--- src/rtl/div_seq.sv ---
// rtl/div_seq.sv - radix-2 restoring divide sequencer (DIV/DIVU/REM/REMU, go/done handshake)
// Optional DIV_EARLY_OUT_EN: skip the iteration phase when |a| < |b| and b != 0.
module div_seq #(
   parameter int XLEN = 32
) (
   input  logic            clk,
   input  logic            reset_n,
   input  logic            go,
   input  logic [1:0]      op,
   input  logic [XLEN-1:0] a,
   input  logic [XLEN-1:0] b,
   input  logic            ack,
   input  logic            flush,
   output logic            busy,
   output logic            done,
   output logic [XLEN-1:0] result
);

   typedef enum logic [1:0] {IDLE, ITER, FIXUP, DONE} state_t;

   state_t          state;
   logic            rem_sel;
   logic            neg_q;
   logic            neg_r;
   logic [XLEN-1:0] bmag;
   logic [XLEN-1:0] quo;
   logic [XLEN-1:0] rem;
   logic [4:0]      cnt;

   logic            a_neg;
   logic            b_neg;
   logic            b_is_zero;
   logic [XLEN-1:0] a_mag;
   logic [XLEN-1:0] b_mag;
   logic [XLEN:0]   rem_sh;
   logic [XLEN:0]   diff;

   // op[0] set means unsigned, so the operands are taken as-is.
   assign a_neg     = ~op[0] & a[XLEN-1];
   assign b_neg     = ~op[0] & b[XLEN-1];
   assign b_is_zero = (b == '0);
   assign a_mag     = a_neg ? -a : a;
   assign b_mag     = b_neg ? -b : b;

   // Partial remainder stays below |b|, so bit XLEN of the difference is the borrow.
   assign rem_sh = {rem, quo[XLEN-1]};
   assign diff   = rem_sh - {1'b0, bmag};

   always_ff @(posedge clk) begin
      if (!reset_n) begin
         state   <= IDLE;
         busy    <= 1'b0;
         done    <= 1'b0;
         result  <= '0;
         rem_sel <= 1'b0;
         neg_q   <= 1'b0;
         neg_r   <= 1'b0;
         bmag    <= '0;
         quo     <= '0;
         rem     <= '0;
         cnt     <= '0;
      end else if (flush) begin
         state <= IDLE;
         busy  <= 1'b0;
         done  <= 1'b0;
      end else begin
         case (state)
            IDLE: begin
               if (go) begin
                  rem_sel <= op[1];
                  neg_q   <= (a_neg ^ b_neg) & ~b_is_zero;
                  neg_r   <= a_neg;
                  bmag    <= b_mag;
                  rem     <= '0;
                  quo     <= a_mag;
                  cnt     <= 5'(XLEN - 1);
                  busy    <= 1'b1;
                  state   <= ITER;
`ifdef DIV_EARLY_OUT_EN
                  if ((a_mag < b_mag) && !b_is_zero) begin
                     quo   <= '0;
                     rem   <= a_mag;
                     state <= FIXUP;
                  end
`endif
               end
            end
            ITER: begin
               rem <= diff[XLEN] ? rem_sh[XLEN-1:0] : diff[XLEN-1:0];
               quo <= {quo[XLEN-2:0], ~diff[XLEN]};
               cnt <= cnt - 5'd1;
               if (cnt == 5'd0) begin
                  state <= FIXUP;
               end
            end
            FIXUP: begin
               if (rem_sel) begin
                  result <= neg_r ? -rem : rem;
               end else begin
                  result <= neg_q ? -quo : quo;
               end
               done  <= 1'b1;
               state <= DONE;
            end
            DONE: begin
               if (ack) begin
                  done  <= 1'b0;
                  busy  <= 1'b0;
                  state <= IDLE;
               end
            end
            default: state <= IDLE;
         endcase
      end
   end

endmodule

--- config.mk ---
export PLATFORM = sky130hd
export DESIGN_NAME = div_seq
export DESIGN_NICKNAME = d
export VERILOG_FILES = /design/src/rtl/div_seq.sv
export SDC_FILE = /design/constraint.sdc
export NUM_CORES = 1
export LEC_CHECK = 0
export CORE_MARGIN = 3
export CORE_UTILIZATION = 45
export DETAILED_ROUTE_END_ITERATION = 10
export PLACE_DENSITY = 0.65
export SYNTH_ARGS = -nofsm -noshare
export SYNTH_HDL_FRONTEND = slang
export SYNTH_SLANG_ARGS = --single-unit
--- constraint.sdc ---
create_clock -name clk -period 4.5 [get_ports clk]
set_input_delay 0.675 -clock clk [delete_from_list [all_inputs] [get_ports clk]]
set_output_delay 0.675 -clock clk [all_outputs]
set_load 0.02 [all_outputs]
==> results.md <==
- Status: finished, final reports clean
- Synth top area share: 27.2%
- DRT Pass-1 Iters: 7
- Placement Setup Slack: 0.839 ns
- DR WL met2: 13800 um
- Leakage: 4.54 nW
- Worst-Margin Slew: 1.12 ns
- Synth Flop Type: dfxtp_1
- Largest net degree at the start of global routing: 67
- Syn Nets: 1483
- Total global routing track utilization: 24.4%
- Hold Slack: 0.454 ns
- Relative slew margins: 25.4%
- Hold-fix buffers at CTS: 0
- Clk_lat worst skew: 0.42 ns
- Via count: 10100
- Clock Path Buffers: 2
- Flops & latches, synth: 140
- Share of layout cells above drive strength 1: 5.15%
- I/O Buffers: 104
- Reg clk slew, reported paths: 0.06 ns
- Overall die width: 157 um
- F_max: 267 MHz
- Yosys top cell by area: dfxtp_1
- Total grt overflow: 0
- Root Driver: clkbuf_16
- Final hold vios: 0
- Number of global-route vias before repair: 9345
- Crit Path Category: reg2reg
- Syn_area_per_cell: 7.53 um^2
- Setup slack after layout: 0.750 ns
- Uppermost layer routed: met4
- Critical path data arrival time: 4.11 ns
- Post-synthesis cell area: 10300 um^2
- Clk sinks: 140
- CP Launch Type: flip-flop
- Die height: 157 um
- Design area: 12100 um^2
- N_diodes: 0
- Count of pins over their slew limit: 0
- Ports: 105
- Drt drc: 0
- DP HPWL: 22700 um
- TritonCTS Buffers: 17
- Worst clock skew: 0.00778 ns
- Antenna Nets Post-Route: 0
- Post-DR wirelength/cell: 17.5 um
- H-Tree Depth: 4
- P&R area growth vs syn: 17.8%
- CTS resizes: 0
- Initial Utilization: 46.5%
- Rows: 54
- Routed vias/inst: 5.91
- Largest fanout on the critical path: 8
- CTS tree: done
- Commonest cells after routing, fill and taps aside: 141 x nor2_1, 139 x dfxtp_1, 129 x nand2_1
- Metal-1 WL: 14500 um
- Register area share after synthesis: 27.2%
- Post-layout min period: 3.75 ns
- Pwr dens: 292 nW/um^2
- GPL Wtd Cong: 0.896
- Final Core Density: 54.8%
- Iteration-0 DRC Markers: 933
- MaxCap Viol Count: 0
- Routed WL: 30100 um
- RSZ-0062 raised after global routing: false
- Routed wl met3: 1420 um
- Placed cell area: 11500 um^2
- Setup Fix Bufs, Post-CTS: 0
- Async set or reset register ratio after synthesis: 0%
- Final period util: 83.3%
- Final setup viols: 0
- Floorplan die area: 24700 um^2
- Total number of yosys warnings: 0
- Peak VDD IR: 0.000246 V
- Largest cells by area after synthesis: dfxtp_1 27%, xnor2_1 6.3%, xor2_1 5.5%
- Hold crit path type: reg2reg
- First-pass GRT wire length: 48800 um
- Core box area: 22200 um^2
- Setup_tns: 0 ns
- Synth cell types: 72
- EDFF count, synth: 0
- Final net count: 1540
- Post-synthesis cell count: 1369
- CP Data Required Time: 4.86 ns
- Most common cell after layout, fill and taps aside: nor2_1
- Crit end category: flip-flop
- Initial antenna violation count: 0
[power by group]
part | internal [W] | total, W | switching, W | leakage [nW]
clock network | 0.000871 | 0.00145 | 0.000577 | 0.285
registers | 0.00129 | 0.00135 | 0.0000569 | 1.14
logic | 0.000314 | 0.000743 | 0.000430 | 3.12
[per-layer routing]
metal,up-vias,global-route usage [%]
li1,5055,-
met1,4809,35.0
met2,255,38.8
met3,29,3.66
met4,0,5.79
met5,-,0
[cell usage after synthesis, types with 23 or more instances]
master and n:
o21ai_0 89, o211ai_1 24, clkbuf_1 76, a211oi_1 45, xor2_1 65, nand2_1 129, nor3_1 31, xnor2_1 74
o31ai_1 26, inv_1 74, dfxtp_1 140, a21oi_1 104, ha_1 42, o221ai_1 23, nor2_1 143
[path summary, 6_finish.rpt]
path | start | endpoint | slack, ns | cells past startpoint
worst min-delay path | result[22] | result[22] | 0.45 | 2
worst min register to register | result[22] | result[22] | 0.45 | 2
worst max-delay path | quo[31] | rem[14] | 0.75 | 11
worst max register to register | quo[31] | rem[14] | 0.75 | 11
[cell families after synthesis]
logic type	count (synthesis)	share of synthesized area, %
multiplexers	17	1.65
XOR/XNOR	139	11.8
AO/OA/AOI/OAI	409	26.5
AND/OR/NAND/NOR	461	21.7
buffers and inverters	160	5.84
adder cells (fa/ha/maj)	43	5.29
flip-flops	140	27.2
[state kept, by name, summed over array words and instances, names as in the netlist]
signal	cells
cnt	5
state	2
rem_sel	1
done	1
quo	32
neg_r	1
bmag	32
result	32
busy	1
neg_q	1
rem	32
[metrics by stage]
| step | total power [W] | std cells |
|---|---|---|
| 2_1_floorplan | 0.00187 | 1369 |
| 3_3_place_gp | 0.00210 | 1687 |
| 3_5_place_dp | 0.00211 | 1687 |
| 4_1_cts | 0.00355 | 1718 |
| 5_1_grt | 0.00370 | 1718 |
| 6_report | 0.00354 | 1718 |
[final cells by class]
type                    instances  area (um^2)
fillers                      2151        10000
flip-flops and latches        140         2800
clock inverters                14          171
inverters                      75          282
repair buffers                123         1180
well taps                     280          350
clock buffers                  17          425
multi-input cells            1069         6920
[worst max-delay path: stages (launching register included)]
cell and delay (ns):
dfxtp_1 0.33, inv_1 0.08, ha_1 0.22, fa_1 0.41, nand2b_1 0.18, a21oi_1 0.28, o2111a_1 0.29, o2111ai_1 0.24
a21boi_1 0.51, a21oi_2 0.30, mux2i_1 0.61, a221o_1 0.25
(Power assumes the default switching activity.)
